--- src/rtl/spi_slave_fifo.sv ---
// SPI slave on the system clock with TX/RX FIFOs and valid/ready host ports.
// CPOL/CPHA, bit order and word width are parameters.
module spi_slave_fifo #(
  parameter int DATA_WIDTH = 8,
  parameter int FIFO_DEPTH = 4,
  parameter bit CPOL       = 1'b0,
  parameter bit CPHA       = 1'b0,
  parameter bit LSB_FIRST  = 1'b0
) (
  input  logic                          clk,
  input  logic                          rst,
  input  logic                          sck,
  input  logic                          cs_n,
  input  logic                          mosi,
  output logic                          miso,
  output logic                          miso_oe,
  input  logic [DATA_WIDTH-1:0]         tx_data,
  input  logic                          tx_valid,
  output logic                          tx_ready,
  output logic [DATA_WIDTH-1:0]         rx_data,
  output logic                          rx_valid,
  input  logic                          rx_ready,
  output logic                          busy,
  output logic                          tx_underrun,
  output logic                          rx_overrun,
  output logic [$clog2(FIFO_DEPTH):0]   tx_level,
  output logic [$clog2(FIFO_DEPTH):0]   rx_level
);

  localparam int AW = $clog2(FIFO_DEPTH);
  localparam int LW = AW + 1;
  localparam int CW = $clog2(DATA_WIDTH);
  localparam logic [LW-1:0] FULL = LW'(FIFO_DEPTH);
  localparam logic [CW-1:0] LAST = CW'(DATA_WIDTH - 1);

  typedef enum logic {IDLE, XFER} state_t;

  state_t state, state_d;

  logic [1:0] sck_ff, cs_ff, mosi_ff;
  logic       sck_q, cs_q;
  logic [1:0] fill;
  logic       armed;

  logic cs_fall, cs_rise, sck_chg;
  logic lead, trail, samp_e, drv_e;
  logic xfer, load, shift, samp, done;

  logic [DATA_WIDTH-1:0] tx_sh, rx_sh;
  logic [DATA_WIDTH-1:0] tx_shifted, rx_next;
  logic [CW-1:0]         bit_cnt;
  logic                  tx_bit, pend_ur;

  logic [DATA_WIDTH-1:0] tx_mem [FIFO_DEPTH];
  logic [DATA_WIDTH-1:0] rx_mem [FIFO_DEPTH];
  logic [AW-1:0]         tx_wr, tx_rd, rx_wr, rx_rd;
  logic [LW-1:0]         tx_cnt, rx_cnt;
  logic                  tx_push, tx_pop, tx_empty;
  logic                  rx_push, rx_pop, rx_full;

  // fill/armed: a cs_n held low across reset must not look like a new select
  always_ff @(posedge clk) begin
    if (rst) begin
      sck_ff  <= {2{CPOL}};
      cs_ff   <= 2'b11;
      mosi_ff <= 2'b00;
      sck_q   <= CPOL;
      cs_q    <= 1'b1;
      fill    <= 2'd0;
      armed   <= 1'b0;
    end else begin
      sck_ff  <= {sck_ff[0], sck};
      cs_ff   <= {cs_ff[0], cs_n};
      mosi_ff <= {mosi_ff[0], mosi};
      sck_q   <= sck_ff[1];
      cs_q    <= cs_ff[1];
      if (fill != 2'd2)
        fill <= fill + 2'd1;
      else if (cs_ff[1])
        armed <= 1'b1;
    end
  end

  assign cs_fall = cs_q & ~cs_ff[1] & armed;
  assign cs_rise = ~cs_q & cs_ff[1];
  assign sck_chg = sck_q ^ sck_ff[1];
  assign lead    = sck_chg & (sck_q == CPOL);
  assign trail   = sck_chg & (sck_ff[1] == CPOL);
  assign samp_e  = CPHA ? trail : lead;
  assign drv_e   = CPHA ? lead : trail;
  assign busy    = ~cs_ff[1];

  always_ff @(posedge clk) begin
    if (rst)
      state <= IDLE;
    else
      state <= state_d;
  end

  always_comb begin
    state_d = state;
    unique case (state)
      IDLE:    if (cs_fall) state_d = XFER;
      XFER:    if (cs_rise) state_d = IDLE;
      default: state_d = IDLE;
    endcase
  end

  always_comb begin
    miso_oe = 1'b0;
    miso    = 1'b0;
    unique case (state)
      XFER: begin
        miso_oe = 1'b1;
        miso    = tx_bit;
      end
      default: ;
    endcase
  end

  assign xfer  = (state == XFER);
  assign load  = (!CPHA && !xfer && cs_fall) ||
                 (xfer && !cs_rise && drv_e && bit_cnt == '0);
  assign shift = xfer && !cs_rise && drv_e && bit_cnt != '0;
  assign samp  = xfer && !cs_rise && samp_e;
  assign done  = samp && bit_cnt == LAST;

  assign tx_bit     = LSB_FIRST ? tx_sh[0] : tx_sh[DATA_WIDTH-1];
  assign tx_shifted = LSB_FIRST ? {1'b0, tx_sh[DATA_WIDTH-1:1]}
                                : {tx_sh[DATA_WIDTH-2:0], 1'b0};
  assign rx_next    = LSB_FIRST ? {mosi_ff[1], rx_sh[DATA_WIDTH-1:1]}
                                : {rx_sh[DATA_WIDTH-2:0], mosi_ff[1]};

  // Underrun is flagged at the first sample of the word, so the idle
  // reload after a session's final word does not count as a started word.
  always_ff @(posedge clk) begin
    if (rst) begin
      tx_sh       <= '0;
      rx_sh       <= '0;
      bit_cnt     <= '0;
      pend_ur     <= 1'b0;
      tx_underrun <= 1'b0;
      rx_overrun  <= 1'b0;
    end else begin
      tx_underrun <= samp & pend_ur;
      rx_overrun  <= done & rx_full;
      if (load)
        tx_sh <= tx_empty ? '0 : tx_mem[tx_rd];
      else if (shift)
        tx_sh <= tx_shifted;
      if (load)
        pend_ur <= tx_empty;
      else if (cs_rise || samp)
        pend_ur <= 1'b0;
      if (!xfer || cs_rise) begin
        bit_cnt <= '0;
        rx_sh   <= '0;
      end else if (samp) begin
        bit_cnt <= done ? '0 : bit_cnt + CW'(1);
        rx_sh   <= rx_next;
      end
    end
  end

  assign tx_empty = (tx_cnt == '0);
  assign tx_ready = (tx_cnt != FULL);
  assign tx_push  = tx_valid & tx_ready;
  assign tx_pop   = load & ~tx_empty;
  assign tx_level = tx_cnt;

  always_ff @(posedge clk) begin
    if (tx_push)
      tx_mem[tx_wr] <= tx_data;
  end

  always_ff @(posedge clk) begin
    if (rst) begin
      tx_wr  <= '0;
      tx_rd  <= '0;
      tx_cnt <= '0;
    end else begin
      if (tx_push) tx_wr <= tx_wr + AW'(1);
      if (tx_pop)  tx_rd <= tx_rd + AW'(1);
      tx_cnt <= tx_cnt + LW'(tx_push) - LW'(tx_pop);
    end
  end

  assign rx_full  = (rx_cnt == FULL);
  assign rx_valid = (rx_cnt != '0);
  assign rx_push  = done & ~rx_full;
  assign rx_pop   = rx_valid & rx_ready;
  assign rx_data  = rx_mem[rx_rd];
  assign rx_level = rx_cnt;

  always_ff @(posedge clk) begin
    if (rx_push)
      rx_mem[rx_wr] <= rx_next;
  end

  always_ff @(posedge clk) begin
    if (rst) begin
      rx_wr  <= '0;
      rx_rd  <= '0;
      rx_cnt <= '0;
    end else begin
      if (rx_push) rx_wr <= rx_wr + AW'(1);
      if (rx_pop)  rx_rd <= rx_rd + AW'(1);
      rx_cnt <= rx_cnt + LW'(rx_push) - LW'(rx_pop);
    end
  end

endmodule

--- config.mk ---
export PLATFORM = sky130hd
export DESIGN_NAME = spi_slave_fifo
export DESIGN_NICKNAME = d
export VERILOG_FILES = /design/src/rtl/spi_slave_fifo.sv
export SDC_FILE = /design/constraint.sdc
export NUM_CORES = 1
export LEC_CHECK = 0
export CAP_MARGIN = 40
export CORE_UTILIZATION = 35
export CTS_BUF_LIST = sky130_fd_sc_hd__clkbuf_4
export DETAILED_ROUTE_END_ITERATION = 8
export SKIP_LAST_GASP = 1
export SLEW_MARGIN = 10
export SYNTH_ARGS = -nofsm -noshare
export SYNTH_HDL_FRONTEND = slang
export SYNTH_SLANG_ARGS = --single-unit
--- constraint.sdc ---
create_clock -name clk -period 6.4 [get_ports clk]
set_clock_uncertainty 0.1 [all_clocks]
set_input_delay 1.28 -clock clk [delete_from_list [all_inputs] [get_ports clk]]
set_output_delay 1.28 -clock clk [all_outputs]
set_load 0.02 [all_outputs]
### Word level (Yosys, flattened, before mapping)

Memories as Yosys holds them, arrays and structs flattened. A register that Yosys moved wholly into a read port is not among the register bits.
Index checks and enable logic that the tools add are counted.

| word-level totals | value |
|---|---|
| memories | 2 |
| output and inout bits | 21 |
| register bits | 47 |
| input bits | 15 |
| word-level logic and storage cells | 95 |
| RAM bits | 64 |

| cells by class | value |
|---|---|
| mux-type cells | 19 |
| reduce and logical (&&, ||, !) cells | 20 |
| bitwise logic cells | 20 |
| eq/ne operators | 4 |
| add/subtract/negate cells | 10 |

Memories:

| name | words | width | rd ports | clocked after memory_dff | wr ports | RTL line | text |
|---|---|---|---|---|---|---|---|
| rx_mem | 4 | 8 | 1 | 1 | 1 | 55 | `logic [DATA_WIDTH-1:0] rx_mem [FIFO_DEPTH];` |
| tx_mem | 4 | 8 | 1 | 1 | 1 | 54 | `logic [DATA_WIDTH-1:0] tx_mem [FIFO_DEPTH];` |

Operator list:

| kind | number |
|---|---|
| 8-bit 2-to-1 mux | 3 |
| 1-bit AND | 11 |
| 2-bit by 1-bit adder with 2-bit output, second input constant | 5 |
| 1-bit 2-to-1 mux | 10 |
| 2-bit 2-to-1 mux | 4 |
| 1-bit NOT | 8 |
| 1-bit logical AND | 7 |
| 3-bit by 1-bit adder with 3-bit output | 2 |
| 3-bit == test, second input constant | 2 |
| 3-bit zero test | 2 |
| 3-bit nonzero test | 2 |
| 3-bit by 1-bit subtractor with 3-bit output | 2 |
| 2-bit nonzero test | 2 |
| 3-bit by 1-bit adder with 3-bit output, second input constant | 1 |
| 1-bit logical OR | 3 |
| 3-bit 2-to-1 mux | 1 |
| 3-bit != test, second input constant | 1 |
| 1-bit zero test | 2 |
| 2-bit != test, second input constant | 1 |
| 1-bit one-hot mux with 2 select lines | 1 |
| 2-bit AND reduction | 1 |
| 2-bit OR reduction | 1 |
| 1-bit bitwise XOR | 1 |

### Longest topological paths before layout

Gate-level depths: netlist of run 1.

| logic depth | value |
|---|---|
| depth after elaboration | 10 |
| gate-level depth with buffers | 13 |
| gate-level depth less buffers | 11 |

### Worst setup path before layout of run 1

OpenSTA, ideal clock, no wires.

| timing path | value |
|---|---|
| path kind | input -> register |
| from | in rx_ready |
| to | reg rx_cnt[2] (netlist: rx_level[2]) |
| stages on the path | 8 |
| arrival | 2.585 ns |
| setup time | 0.128 ns |
| path slack | 3.587 ns |
| path through | o31a_1 ha_1 inv_1 ha_1 fa_1 xnor2_1 xnor2_1 nor2_1 |

| between the ends | value |
|---|---|
| longest elaborated chain between the ends | 2 |

Ends and longest elaborated chain:

| item | RTL line | text |
|---|---|---|
| from (decl) | 22 | `input logic rx_ready,` |
| 1-bit AND | 191 | `assign rx_pop = rx_valid & rx_ready;` |
| 3-bit by 1-bit subtractor with 3-bit output | 208 | `rx_cnt <= rx_cnt + LW'(rx_push) - LW'(rx_pop);` |
| to (signal assigned) | 208 |  |
| to (decl) | 57 | `logic [LW-1:0] tx_cnt, rx_cnt;` |

Every way passes these cells.
A chain may end at the register's enable or synchronous reset.

==> out/qor.csv, run 1 <==
metric,value,unit
# diodes,0,
hold wc startpoint,cs_ff[0]$_SDFF_PP1_,
WL met2,3669,um
Top Layer Used,met4,
CP Class,register to primary output,
Fin Setup TNS,0,ns
Hold Path Sink,cs_ff[1]$_SDFF_PP1_,
crit path time final,3.676,ns
fraction of layout instances using a drive strength above 1,14.06,%
CORE AREA,12620,um2
Final period util,57.44,%
cell area power density,345.1,nW/um2
Initial Util,36.01,%
Vias,2550,
post-route ant nets,0,
Placer Congestion,0.6994,
nets,404,
R2R setup slack,3.37,ns
final setup slack of the worst path,2.724,ns
RSZ-0062 raised after global routing,false,
Syn-to-layout area delta,18.94,%
routed wire length,7413,um
"Slew Viols, Final",0,
CTS Root Cell,clkbuf_4,
Hold WS,0.3181,ns
# port buffers,35,
gr ovfl total,0,
Tot GR Track Use,12.03,%
clock tree from TritonCTS,yes,
WP data required,5.02,ns
Worst Hold Class,register to register,
postcts setup bufs,0,
Worst setup EP type,primary output,
main flop type after synthesis,edfxtp_1,
Leakage Power,1.840,nW
DR WL/cell,13.33,um
most frequent cells in the layout,"edfxtp_1 (64), dfxtp_1 (51), clkdlybuf4s50_1 (35)",
CTS resizes,0,
Hold Path Stages,1,
met1 wire length,3379,um
biggest area consumer among synthesized cells,edfxtp_1,
DP HPWL,4904,um
Vias/cell,4.586,
FF-to-FF End,rx_level[2]$_SDFF_PP0_,
Relative slew margins,42.76,%
die height,115.9,um
final setup violation count,0,
Post-Syn Instances,332,
Seq cells post-synth,115,
Post-synth ARST share,0,%
Mapped Nets,365,
hold_buf cts,0,
total die area,13440,um2
total CTS buffers,17,
Synth Cell Area,4544,um2
# DRC,0,
fmax,0.2720,GHz
vias in the first global route,2468,
Netlist cell types,41,
CP arrival,2.30,ns
total power,1.865,mW
Initial DRC Count,121,
Startpoint Class,register,
Critical R2R Launch,sck_ff[1]$_SDFF_PP0_,
post-place setup slack,3.055,ns
max_cap viols,0,
post-synth top area share,42.29,%
Synth area leaders,"edfxtp_1 (42%), dfxtp_1 (22%), mux4_2 (7.9%)",
pin count of the biggest net entering global routing,43,
peak supply drop,0.0002325,V
"Clk pin slew, worst setup/hold paths",0.10,ns
WL met3,293,um
Top Ports,36,
Pre-Repair DR Iteration Count,4,
"EDFF count, synth",64,
number of synthesis warnings,0,
syn_area_per_cell,13.69,um2
CTS max path bufs,2,
clock sinks,115,
post-synthesis sequential area ratio,64.76,%
final hold vios,0,
H-tree level count,4,
CP Max Fanout,8,
clock latency on the worst-skew pair,0.50,ns
status,"complete, no violations",
width of the die,115.9,um
initial antenna violation count,0,
first-pass GRT wire length,11920,um
"commonest non-fill, non-tap cell in the layout",edfxtp_1,
slew of the pin with the lowest slew margin,0.8539,ns
worst reg-to-reg path cell count,11,
row count,41,
routing by layer:
layer | global-route usage [%] | up-vias
met1 | 13.73 | 1232
met5 | 0 | -
met4 | 4.872 | 0
met3 | 5.126 | 6
li1 | - | 1269
met2 | 19.88 | 43
report_power, final:
group	internal, mW	switching (mW)	leakage, nW	total [mW]
registers	0.841	0.0535	0.983	0.894
logic	0.160	0.153	0.666	0.313
clock network	0.386	0.272	0.191	0.658
metrics by stage:
stage	utilization, %	instances	area, um2
2_1_floorplan	-	332	4544
3_3_place_gp	39.94	524	5040
3_5_place_dp	39.94	524	5040
4_1_cts	42.83	556	5405
5_1_grt	42.83	556	5405
6_report	42.83	556	5405
Yosys cell counts, types with 2 or more instances:
cell and n:
inv_1 16, nor2b_1 13, nand2_1 24, clkbuf_1 7, nand3b_1 3, mux4_2 16, nand2b_1 8, a211oi_1 8
edfxtp_1 64, ha_1 16, a21oi_1 25, buf_2 4, xor2_1 2, dfxtp_1 51, or2_2 3, or3_1 4
fa_1 2, xnor2_1 7, o31ai_1 2, buf_1 2, and2_1 7, nor2_1 24, and3_1 6
state kept, by name, summed over array words and instances (netlist names), 2 cells and up, named ones only:
name and count:
fill 2, tx_rd 2, bit_cnt 3, cs_ff 2, rx_mem 32, rx_wr 2
mosi_ff 2, tx_sh 8, rx_sh 7, sck_ff 2, tx_mem 32, tx_level 3
rx_rd 2, tx_wr 2, rx_level 3
how the worst max path moves through the flow:
| stage | end | start | slack [ns] | cells after the start |
|---|---|---|---|---|
| after global routing | rx_data[4] | register | 2.54 | 2 |
| after CTS | rx_data[4] | register | 2.61 | 2 |
| after global placement | tx_level[2]$_SDFF_PP0_ | tx_valid | 3.08 | 9 |
| final | rx_data[3] | register | 2.72 | 2 |
| after detailed placement | tx_level[2]$_SDFF_PP0_ | tx_valid | 3.06 | 9 |
| after floorplan | rx_level[2]$_SDFF_PP0_ | rx_ready | 3.59 | 8 |
area by class of cell:
cell class / count / area [um2]
Clock buffer: 17 / 127.6
Tap cell: 172 / 215.2
Fill cell: 1191 / 7214
Multi-Input combinational cell: 185 / 1464
Sequential cell: 115 / 2943
Inverter: 16 / 60.06
Clock inverter: 15 / 237.7
Timing Repair Buffer: 36 / 357.8
worst max-delay path, cell delays in order (launching register included):
cell	delay, ns
dfxtp_1	0.67
mux4_2	0.58
clkdlybuf4s50_1	0.55
cells by family after synthesis:
group | Yosys count | share of synthesized area (%)
AOI/OAI and AO/OA | 40 | 5.204
adders and majority gates | 18 | 5.286
xor gates and xnor gates | 9 | 1.735
buffers and inverters | 32 | 3.029
muxes | 17 | 8.177
and+or+nand+nor | 101 | 11.81
DFF | 115 | 64.76
(Power assumes the default switching activity.)
==> inputs of run 2 (changes only) <==
==> constraint.sdc (replaced) <==
create_clock -name clk -period 3.1 [get_ports clk]
set_clock_uncertainty 0.1 [all_clocks]
set_input_delay 0.62 -clock clk [delete_from_list [all_inputs] [get_ports clk]]
set_output_delay 0.62 -clock clk [all_outputs]
set_load 0.02 [all_outputs]
==> run 2 against run 1 <==
  * Sequential share of layout area rose by 0.51 points
  * Wire length grew 0.81%
  * Total power rose by 94%
  * First-iteration DRC count increased by 16%
  * Utilization shrank 0.38 points
  * Non-clock buffer count rose by 3
  * Critical endpoint unchanged
==> out/qor.csv, run 2 (synthesis results as in run 1) <==
metric,value,unit
Tot GR Track Use,12.89,%
Finished Layout Cells,559,
final setup violation count,0,
Top Ports,36,
Fin Setup TNS,0,ns
crit path time final,2.843,ns
Vias/cell,4.596,
top flop regs,"rx_mem: 32 flops, tx_mem: 32 flops, tx_sh: 8 flops",
first-pass GRT wire length,12900,um
Hold WS,0.3184,ns
final cell utilization of the core,42.45,%
vias in the first global route,2639,
row count,41,
Worst setup EP type,primary output,
Syn-to-layout area delta,17.90,%
Placer Congestion,0.7086,
# port buffers,35,
cell area power density,676.8,nW/um2
Placed Instances,527,
total power,3.626,mW
slew of the pin with the lowest slew margin,0.6831,ns
Leakage Power,1.826,nW
post-route ant nets,0,
total die area,13440,um2
fraction of layout instances using a drive strength above 1,14.73,%
"commonest non-fill, non-tap cell in the layout",edfxtp_1,
CORE AREA,12620,um2
CTS max path bufs,2,
# diodes,0,
most frequent cells in the layout,"edfxtp_1 (64), dfxtp_1 (50), clkdlybuf4s50_1 (35)",
clock latency on the worst-skew pair,0.50,ns
routed wire length,7473,um
Initial Util,36.01,%
DP HPWL,4926,um
RSZ-0062 raised after global routing,false,
Final period util,91.69,%
gr ovfl total,0,
Pre-Repair DR Iteration Count,4,
clock sinks,115,
Initial DRC Count,140,
Worst Hold Class,register to register,
final setup slack of the worst path,0.2575,ns
"Slew Viols, Final",0,
register area,2944,um2
post-placement cell area,5062,um2
CTS Root Cell,clkbuf_4,
peak supply drop,0.0003974,V
status,"complete, no violations",
total CTS buffers,17,
# fillers,1178,
CP arrival,2.12,ns
initial antenna violation count,0,
die height,115.9,um
Multi-input gate area,1464,um2
final hold vios,0,
# DRC,0,
postcts setup bufs,0,
post-place setup slack,0.3947,ns
hold_buf cts,0,
max_cap viols,0,
Relative slew margins,54.29,%
Vias,2569,
nets,407,
Startpoint Class,register,
clock tree from TritonCTS,yes,
DR WL/cell,13.37,um
fmax,0.3518,GHz
width of the die,115.9,um
Post-Layout Inst Area,5358,um2
H-tree level count,4,
"Clk pin slew, worst setup/hold paths",0.11,ns
CP Max Fanout,8,
WP data required,2.38,ns
CP Class,register to primary output,
pin count of the biggest net entering global routing,42,
run 2: power breakdown:
group | internal [mW] | switching (mW) | total [mW] | leakage (nW)
registers | 1.74 | 0.111 | 1.85 | 0.984
clock network | 0.552 | 0.569 | 1.12 | 0.162
logic | 0.343 | 0.315 | 0.658 | 0.680
total | 2.63 | 0.994 | 3.63 | 1.83
run 2: timing repair:
item,4_1_cts,5_1_grt
gates resized for setup,1,0
setup endpoints to repair,8,0
endpoints found under the hold margin,0,0
run 2: cell type report:
class	count	area share, %
Multi-Input combinational cell	185	27.32
Clock inverter	15	3.106
Tap cell	172	4.017
Clock buffer	17	2.382
Inverter	16	1.121
Timing Repair Buffer	39	7.099
Sequential cell	115	54.95
run 2: final timing paths:
path / start / end / slack, ns / cells past startpoint
worst max-delay path: register / rx_data[3] / 0.26 / 2
worst min-delay path: cs_ff[0]$_SDFF_PP1_ / cs_ff[1]$_SDFF_PP1_ / 0.32 / 1
worst min register to register: cs_ff[0]$_SDFF_PP1_ / cs_ff[1]$_SDFF_PP1_ / 0.32 / 1
worst max register to register: sck_ff[1]$_SDFF_PP0_ / rx_level[2]$_SDFF_PP0_ / 0.49 / 11
run 2: critical path: stages (launching register included):
cell             delay [ns]
dfxtp_2                0.52
mux4_2                 0.55
clkdlybuf4s50_1        0.55
run 2: layer usage:
metal	global-route usage (%)	up-vias	wire length (um)
met5	0	-	0
met4	5.897	0	78
met3	4.759	9	279
met2	21.11	43	3669
met1	15.09	1238	3445
li1	-	1279	-
